`src/rtl/spi_dac_pkg.sv`:
```
// Shared constants and state encoding for the DAC SPI master.
package spi_dac_pkg;

  localparam int SPI_WORD_WIDTH      = 24;
  localparam int SPI_DEFAULT_CLK_DIV = 4;

  typedef enum logic {
    ST_IDLE     = 1'b0,
    ST_TRANSFER = 1'b1
  } spi_state_e;

endpackage

```
`src/rtl/spi_sck_divider.sv`:
```
// Serial clock generator: divides clk by 2*CLK_DIV and flags each sck edge one cycle ahead.
module spi_sck_divider
  import spi_dac_pkg::*;
#(
  parameter int CLK_DIV = SPI_DEFAULT_CLK_DIV
) (
  input  logic clk,
  input  logic rst,
  input  logic i_clr,
  input  logic i_en,
  output logic o_sck,
  output logic o_rise_en,
  output logic o_fall_en
);

  localparam int CNT_W = 8;

  logic [CNT_W-1:0] r_div;
  logic             r_sck;
  logic             w_wrap;

  assign w_wrap = i_en && (r_div == CNT_W'(CLK_DIV - 1));

  always_ff @(posedge clk or posedge rst) begin
    if (rst) begin
      r_div <= '0;
      r_sck <= 1'b0;
    end else if (i_clr) begin
      r_div <= '0;
      r_sck <= 1'b0;
    end else if (i_en) begin
      if (w_wrap) begin
        r_div <= '0;
        r_sck <= ~r_sck;
      end else begin
        r_div <= r_div + CNT_W'(1);
      end
    end
  end

  // Strobes are valid in the cycle before sck actually changes, so the
  // shift logic updates on the same clock edge as the sck register.
  assign o_rise_en = w_wrap && !r_sck;
  assign o_fall_en = w_wrap &&  r_sck;
  assign o_sck     = r_sck;

endmodule

```
`src/rtl/spi_dac_master.sv`:
```
// Single-word SPI mode-1 master: shifts a command word out MSB-first and captures readback.
module spi_dac_master
  import spi_dac_pkg::*;
#(
  parameter int CLK_DIV    = SPI_DEFAULT_CLK_DIV,
  parameter int WORD_WIDTH = SPI_WORD_WIDTH
) (
  input  logic                  clk,
  input  logic                  rst,
  input  logic                  start,
  input  logic [WORD_WIDTH-1:0] data_in,
  output logic                  busy,
  output logic                  new_data,
  output logic [WORD_WIDTH-1:0] data_out,
  output logic                  sck,
  output logic                  mosi,
  input  logic                  miso
);

  localparam int BIT_W = $clog2(WORD_WIDTH);

  spi_state_e            r_state;
  spi_state_e            w_next_state;
  logic [WORD_WIDTH-1:0] r_tx;
  logic [WORD_WIDTH-1:0] r_rx;
  logic [WORD_WIDTH-1:0] r_data_out;
  logic [BIT_W-1:0]      r_bit_cnt;
  logic                  r_mosi;
  logic                  r_new_data;

  logic                  w_start_acc;
  logic                  w_in_xfer;
  logic                  w_rise_en;
  logic                  w_fall_en;
  logic                  w_last_fall;
  logic                  w_sck;
  logic [WORD_WIDTH-1:0] w_rx_next;

  assign w_in_xfer   = (r_state == ST_TRANSFER);
  assign w_start_acc = (r_state == ST_IDLE) && start;
  assign w_rx_next   = {r_rx[WORD_WIDTH-2:0], miso};
  assign w_last_fall = w_in_xfer && w_fall_en &&
                       (r_bit_cnt == BIT_W'(WORD_WIDTH - 1));

  spi_sck_divider #(
    .CLK_DIV (CLK_DIV)
  ) u_sck_divider (
    .clk       (clk),
    .rst       (rst),
    .i_clr     (w_start_acc),
    .i_en      (w_in_xfer),
    .o_sck     (w_sck),
    .o_rise_en (w_rise_en),
    .o_fall_en (w_fall_en)
  );

  always_ff @(posedge clk or posedge rst) begin
    if (rst) begin
      r_state <= ST_IDLE;
    end else begin
      r_state <= w_next_state;
    end
  end

  always_comb begin
    w_next_state = r_state;
    if (r_state == ST_IDLE) begin
      if (start) begin
        w_next_state = ST_TRANSFER;
      end
    end else begin
      if (w_last_fall) begin
        w_next_state = ST_IDLE;
      end
    end
  end

  // Shift path: mosi moves on sck rise, miso is sampled on sck fall.
  always_ff @(posedge clk or posedge rst) begin
    if (rst) begin
      r_tx       <= '0;
      r_rx       <= '0;
      r_data_out <= '0;
      r_bit_cnt  <= '0;
      r_mosi     <= 1'b0;
      r_new_data <= 1'b0;
    end else begin
      r_new_data <= 1'b0;
      if (w_start_acc) begin
        r_tx      <= data_in;
        r_rx      <= '0;
        r_bit_cnt <= '0;
        r_mosi    <= 1'b0;
      end else if (w_in_xfer) begin
        if (w_rise_en) begin
          r_mosi <= r_tx[WORD_WIDTH-1];
          r_tx   <= {r_tx[WORD_WIDTH-2:0], 1'b0};
        end
        if (w_fall_en) begin
          r_rx      <= w_rx_next;
          r_bit_cnt <= r_bit_cnt + BIT_W'(1);
          if (w_last_fall) begin
            r_data_out <= w_rx_next;
            r_new_data <= 1'b1;
            r_mosi     <= 1'b0;
            r_bit_cnt  <= '0;
          end
        end
      end
    end
  end

  assign busy     = w_in_xfer;
  assign new_data = r_new_data;
  assign data_out = r_data_out;
  assign sck      = w_sck;
  assign mosi     = r_mosi;

endmodule

```
`config.mk`:
```
export PLATFORM = sky130hd
export DESIGN_NAME = spi_dac_master
export DESIGN_NICKNAME = d
export VERILOG_FILES = /design/src/rtl/spi_dac_pkg.sv /design/src/rtl/spi_sck_divider.sv /design/src/rtl/spi_dac_master.sv
export SDC_FILE = /design/constraint.sdc
export NUM_CORES = 1
export LEC_CHECK = 0
export BUFFER_PORTS_ARGS = -buffer_cell sky130_fd_sc_hd__buf_2
export CORE_ASPECT_RATIO = 1.1
export CORE_UTILIZATION = 50
export DETAILED_ROUTE_END_ITERATION = 10
export GPL_TIMING_DRIVEN = 1
export PLACE_DENSITY = 0.73
export REMOVE_ABC_BUFFERS = 1
export SYNTH_ARGS = -nofsm -noshare
export SYNTH_HDL_FRONTEND = slang
export SYNTH_SLANG_ARGS = --single-unit
```
`constraint.sdc`:
```
create_clock -name clk -period 7.27 [get_ports clk]
set_input_delay 0 -clock clk [delete_from_list [all_inputs] [get_ports clk]]
set_output_delay 0 -clock clk [all_outputs]
set_load 0.005 [all_outputs]
```
Yosys cells after proc, flatten, opt, wreduce, memory -nomap -nowiden
Cells that the tools add are included.
W data, S select, Z words.
{ "totals": {"ff_bits": 88, "out_inout_bits": 28, "elab_cells": 59, "input_bits": 28} }
{ "op_classes": {"bitwise": 3, "n_reduce_logical": 15, "eq_ne": 2, "add_sub_neg": 2, "n_mux": 28} }
{ "ops": {"columns": ["operator", "n"], "rows": [
  ["$mux W24", 3],
  ["$mux W23", 3],
  ["$mux W8", 3],
  ["$mux W5", 4],
  ["$mux W1", 15],
  ["$add A8 B1 Y8 const B", 1],
  ["$eq A8 B2 Y1 const B", 1],
  ["$reduce_bool A2 Y1", 4],
  ["$logic_and A1 B1 Y1", 6],
  ["$reduce_and A2 Y1", 3],
  ["$add A5 B1 Y5 const B", 1],
  ["$eq A5 B5 Y1 const B", 1],
  ["$reduce_and A4 Y1", 1],
  ["$not A1 Y1", 3],
  ["$logic_not A1 Y1", 1]
]} }

Depth between registers and ports, before layout
Gate-level depths: netlist of run 1.
{ "depth": {"ltp_word": 9, "mapped_depth": 8, "mapped_depth_nobuf": 6} }

Modules after synthesis
A second synthesis of run 1 with hierarchy kept.
{ "hier_totals": {"cells_unflattened": 295, "area_unflattened_um2": 3781.1} }
{ "by_module_without_submodules": {"columns": ["module", "cells_each", "seq_area_each_um2", "instances", "area_per_inst_um2"], "rows": [
  ["spi_dac_master", 243, 1976.9, 1, 3284.4],
  ["spi_sck_divider", 52, 225.2, 1, 496.7]
]} }

Least setup slack after synthesis of run 1
No wires, ideal clock.
{ "synth_path": {"path_kind": "register to register", "from": "register u_sck_divider.r_div[3]", "to": "register r_data_out[0], in the netlist data_out[0]", "required_time_ns": 7.145, "synth_period_minus_slack_ns": 2.085, "n_path_buf": 2, "setup_ns": 0.125, "setup_slack_ns": 5.185, "arrival_time_ns": 1.960, "path_stages_with_launch": 8, "path_cell_list": "dfrtp_1 > nor4_2 > nand3_2 > or2_1 > buf_6 > clkinv_4 > buf_12 > mux2_4"} }
{ "synth_via": {"elab_chain_cells": 6} }
{ "synth_rtl": {"columns": ["element", "line_no", "text"], "rows": [
  ["start, declared", "spi_sck_divider.sv:18", "logic [CNT_W-1:0] r_div;"],
  ["start signal, assigned", "spi_sck_divider.sv:36", "r_div <= r_div + CNT_W'(1);"],
  ["$eq A8 B2 Y1 *", "spi_sck_divider.sv:22", "assign w_wrap = i_en && (r_div == CNT_W'(CLK_DIV - 1));"],
  ["$logic_and A1 B1 Y1 *", "spi_sck_divider.sv:22", null],
  ["$logic_and A1 B1 Y1 *", "spi_sck_divider.sv:44", "assign o_fall_en = w_wrap && r_sck;"],
  ["$logic_and A1 B1 Y1 (2 in a row)", "spi_dac_master.sv:42", "assign w_last_fall = w_in_xfer && w_fall_en &&"],
  ["$reduce_and A4 Y1 (no source line) *", null, null],
  ["end signal, assigned", "spi_dac_master.sv:103", "r_data_out <= w_rx_next;"],
  ["end, declared", "spi_dac_master.sv:26", "logic [WORD_WIDTH-1:0] r_data_out;"]
]} }
Mark *: on every way between the ends. The rest lies on a longest branch, timed or not.
A chain may end at the register's enable or synchronous reset.

Worst setup path in the final report of run 1
{ "layout_path": {"from": "register u_sck_divider.r_div[3]", "to": "register r_data_out[12], in the netlist data_out[12]"} }
Same word-level chain as after synthesis.

==> results of run 1 <==
[timing repair]
action,in CTS,in global routing
hold endpoints to repair,26,0
resized for setup,0,0
hold buffers,25,0
[state kept, by name, indices dropped and copies added, names as in the netlist]
name                 cells
u_sck_divider.o_sck      1
data_out                24
r_rx                    23
r_tx                    24
mosi                     1
r_bit_cnt                5
new_data                 1
busy                     1
u_sck_divider.r_div      8
[power by group through the flow]
stage | logic, mW | clock network, mW | registers, mW
global route | 0.343 | 0.418 | 0.836
CTS | 0.301 | 0.402 | 0.808
global placement | 0.273 | 0 | 0.808
detailed placement | 0.287 | 0 | 0.816
floorplan | 0.226 | 0 | 0.778
finish | 0.297 | 0.391 | 0.810
[cells in the mapped netlist (all sizes together)]
library cell   n  area [µm²]
a21boi         1        7.51
a21oi          2        10.0
a221o          1        10.0
a22o           2        17.5
a31o           1        8.76
a31oi          2        12.5
a41oi          1        8.76
and4bb         1        12.5
buf            7        67.6
clkbuf        11        41.3
clkinv         1        8.76
dfrtp         88        2200
ha             2        25.0
inv            2        7.51
mux2          24         300
mux2i         23         230
nand2         86         323
nand2b         3        18.8
nand3         34         175
nand4          2        12.5
nand4b         1        8.76
nor2           6        22.5
nor2b          2        12.5
nor3           2        26.3
nor4           1        12.5
o21ai         35         175
o31a           1        8.76
or2            2        12.5
or3b           1        8.76
or4            1        11.3
or4bb          1        11.3
xnor2          1        8.76
xor2           2        17.5
[layer usage]
layer / vias up / GRT usage
met5: - / 0
met4: 0 / 0.0917
met3: 11 / 0.0387
met2: 65 / 0.309
met1: 1348 / 0.269
li1: 1352 / -
[worst paths after layout]
| check | start | endpoint | slack [ns] | depth (start not counted) |
|---|---|---|---|---|
| min in group clk | start | u_sck_divider.r_div[5]$_DFFE_PP0P_ | 0.05 | 3 |
| max in group asynchronous | rst | r_rx[22]$_DFFE_PP0P_ | 6.59 | 3 |
| max reg2reg | u_sck_divider.r_div[3]$_DFFE_PP0P_ | data_out[12]$_DFFE_PP0P_ | 4.46 | 5 |
| min | rst | r_tx[1]$_DFFE_PP0P_ | -0.03 | 3 |
| min reg2reg | r_rx[13]$_DFFE_PP0P_ | r_rx[14]$_DFFE_PP0P_ | 0.50 | 2 |
| max | u_sck_divider.r_div[3]$_DFFE_PP0P_ | data_out[12]$_DFFE_PP0P_ | 4.46 | 5 |
[kinds of logic after synthesis]
logic type	after synthesis	share of synthesized area
simple gates	143	0.174
flops	88	0.574
mux	47	0.138
compound gates	46	0.0675
buf+inv	21	0.0326
xor+xnor	3	0.00685
fa+ha+maj	2	0.00652
[critical path, stage by stage, from the launching register on]
cell,delay (ns)
dfrtp_1,0.47
nor4_2,0.48
nand3_2,0.54
or2_1,0.58
clkinv_4,0.25
mux2_2,0.37
[layout make-up]
cell class	count	area share
flip-flops and latches	88	0.475
well taps	87	0.0235
clock buffers	11	0.0327
clock inverters	5	0.0189
multi-input cells	241	0.326
repair buffers	84	0.120
inverters	3	0.00378
[per-stage QoR]
step	hold slack, ns	cell area, µm²
3_3_place_gp	0.204	4150
2_1_floorplan	0.105	3730
3_5_place_dp	0.213	4150
6_report	-0.0338	4630
5_1_grt	0.0429	4630
4_1_cts	0.0255	4630
==> out/metrics.cfg, run 1 <==
[outcome]
outcome=complete, but fails checks
violations=negative hold slack

[sta]
hold-worst-slack_ns=-0.0338
finalHoldViolations=27
maxSlewViolCount=0
max_freq_mhz=355
finClkSkew_ns=0.0104
rsz0062_at_grt=no
relSlewSlack=0.235
fin_tns_setup_ns=0
layout_min_cycle_time_ns=2.81
setup_viol=0
tightest_slew_ns=1.15
post-route-period-util=0.387
worst_slack_ns=4.46

[logic_synthesis]
synth.distinct_cells=41
synth-warning-count=0
yosys_register_bits=88
syn_inst=350
ys_seq_area_frac=0.574
avgSynthCellArea_um2=11.0
syn_area_um2=3840

[finish]
drive_gt1_frac=0.257
utilization=0.624
layout.cells.non_filler=519
synthToLayoutAreaGrowth_pct=20.8
final_common_cell=dfrtp_1
n_antenna_cell=0
nets=457
fillers=571
register_area_um2=2200
multiInputGateArea_um2=1510
final_cell_mix=dfrtp_1, nand2_1, buf_2, nand3_1, dlygate4sd3_1

[power_and_ir_drop]
swShare=0.311
pwr-share-seq=0.541
finalPower_mw=1.50
combinationalPowerShare=0.198
p_int_mw=1.03
power_density_nw_per_um2=323
ir_drop_v=0.000152
power_frac_clock=0.261
power.leakage_nw=2.18
p_sw_mw=0.466

[detailed_routing]
met1_length_um=3410
wl_met3_um=290
drt_wl_total_um=7370
highest_layer=met4
wl_per_cell_um=14.2
firstDrtPassIters=4
ant_nets=0
drt_iter0_drc=207
viasPerCell=5.35
vias=2776
route.met2.wl_um=3540
drc=0

[placed_design]
port_buffers=55
post-dp-hpwl_um=4420
place.gp.congestion=0.812
pre_cts_ws_ns=4.47
dp.cells=478

[clocking]
htree_levels=3
numCtsBuffers=9
cts_setup_buffers=0
clock-sinks=88
cts_root_buf=clkbuf_8
clk-insertion-delay-late_ns=0.35
clk_pin_slew_ns=0.09
cts_buffer_depth=2
tritoncts=built

[floorplanning]
fp.dieW_um=85.5
ios=56
coreArea_um2=7430
start_util=0.516
die_h_um=93.9
rows=33
dieArea_um2=8030

[worst_setup_path]
worstPathRequired_ns=7.51
arrival_ns=3.05
crit_path_end_kind=flip-flop
crit_path_max_fanout=28
critPathLaunchType=flip-flop
path_class=flip-flop to flip-flop

[global_routing]
antenna_found_initial=0
grt_max_degree=89
overflow=0
first_global_vias=2676
grt_pass1_wl_um=12500
grt_use_total=0.198

[flow_run]
cap_violations=0

[worst_hold_path]
hold_path_class=input port to async pin

Note: power is estimated with default switching activity, not from simulation.
==> run 2: changes to the inputs <==
==> constraint.sdc (replaced) <==
create_clock -name clk -period 2.8 [get_ports clk]
set_input_delay 0 -clock clk [delete_from_list [all_inputs] [get_ports clk]]
set_output_delay 0 -clock clk [all_outputs]
set_load 0.005 [all_outputs]
==> out/metrics.cfg, run 2 (same netlist as run 1, synthesis figures left out) <==
[sta]
post-route-period-util=0.810
maxSlewViolCount=0
max_freq_mhz=441
rsz0062_at_grt=no
fin_tns_setup_ns=0
finalHoldViolations=0
tightest_slew_ns=0.584
setup_viol=0
finClkSkew_ns=0.00796
hold-worst-slack_ns=0.233
relSlewSlack=0.610
layout_min_cycle_time_ns=2.27

[clocking]
tritoncts=built
cts-resized-gates=0
numCtsBuffers=9
clk-insertion-delay-late_ns=0.35
clock-sinks=88
cts_root_buf=clkbuf_8
clk_pin_slew_ns=0.09
htree_levels=3
cts_buffer_depth=2

[placed_design]
port_buffers=55
dp.cells=481
post-dp-hpwl_um=4600
place.gp.congestion=0.761

[detailed_routing]
firstDrtPassIters=4
ant_nets=0
vias=2814
wl_per_cell_um=14.4
drt_wl_total_um=7560
viasPerCell=5.37
drc=0
drt_iter0_drc=179

[finish]
layout.cells.non_filler=524
synthToLayoutAreaGrowth_pct=20.4
nets=462
n_antenna_cell=0
final_cell_mix=dfrtp_1, nand2_1, buf_2, nand3_1, dlygate4sd3_1
final_common_cell=dfrtp_1
drive_gt1_frac=0.259

[worst_setup_path]
crit_path_end_kind=flip-flop
worstPathRequired_ns=3.04
arrival_ns=2.51
rrSetupSlack_ns=0.53
r2r_end=data_out[1]$_DFFE_PP0P_
critPathLaunchType=flip-flop
rr_startpoint=u_sck_divider.r_div[0]$_DFFE_PP0P_
crit_path_max_fanout=18
ff2ff_path_depth=6
path_class=flip-flop to flip-flop

[floorplanning]
die_h_um=93.9
fp.dieW_um=85.5
ios=56
rows=33
start_util=0.516
coreArea_um2=7430
dieArea_um2=8030

[global_routing]
grt_use_total=0.209
grt_max_degree=48
overflow=0
grt_pass1_wl_um=13000
first_global_vias=2853
antenna_found_initial=0

[power_and_ir_drop]
finalPower_mw=3.70
power_density_nw_per_um2=801
power.leakage_nw=2.17
ir_drop_v=0.000389

[outcome]
outcome=completed

[worst_hold_path]
hold_path_class=input port to async pin

[flow_run]
cap_violations=0

-- run 2: cell type report --
class	instances	area [µm²]
sequential	88	2200
clock buffer	10	128
timing repair buffer	89	598
clock inverter	6	52.6
multi-input combinational	241	1510
inverter	3	17.5
tap	87	109
fill	609	2810
-- run 2: per-stage QoR --
stage	util	instance area, µm²	setup slack, ns
2_1_floorplan	-	3730	0.315
3_3_place_gp	0.561	4170	0.587
3_5_place_dp	0.561	4170	0.539
4_1_cts	0.621	4620	0.523
5_1_grt	0.621	4620	0.377
6_report	0.621	4620	0.531
-- run 2: worst max-delay path: stages (launching register included) --
cell and delay, ns:
dfrtp_1 0.42, ha_1 0.28, and4bb_2 0.29, nand3_2 0.08, or2_1 0.42, clkinv_4 0.30, mux2_4 0.36
-- run 2: timing repair --
action / 4_1_cts / 5_1_grt
buffers inserted: 0 / 0
hold endpoints to repair: 61 / 0
setup endpoints to repair: 0 / 0
hold buffers: 27 / 0
-- run 2: layer usage --
metal / GRT usage / part of all wire / up-vias
met1: 0.271 / 0.46 / 1379
met4: 0.0875 / 0.023 / 0
met3: 0.0492 / 0.031 / 19
li1: - / - / 1366
met5: 0 / 0 / -
met2: 0.339 / 0.49 / 50
-- run 2: how the worst max path moves through the flow --
stage | from | to | slack [ns] | cells past startpoint
after CTS | u_sck_divider.r_div[0]$_DFFE_PP0P_ | data_out[0]$_DFFE_PP0P_ | 0.52 | 6
final | u_sck_divider.r_div[0]$_DFFE_PP0P_ | data_out[1]$_DFFE_PP0P_ | 0.53 | 6
after global placement | u_sck_divider.r_div[0]$_DFFE_PP0P_ | data_out[2]$_DFFE_PP0P_ | 0.59 | 6
after floorplan | busy$_DFF_PP0_ | r_tx[3]$_DFFE_PP0P_ | 0.31 | 4
after detailed placement | u_sck_divider.r_div[0]$_DFFE_PP0P_ | data_out[0]$_DFFE_PP0P_ | 0.54 | 6
after global routing | busy$_DFF_PP0_ | r_tx[17]$_DFFE_PP0P_ | 0.38 | 5
-- run 2: power by group --
part	total, mW	internal (mW)	switching (mW)
Clock	0.806	0.335	0.471
Combinational	0.773	0.399	0.374
Sequential	2.12	1.73	0.393
Total	3.70	2.46	1.24
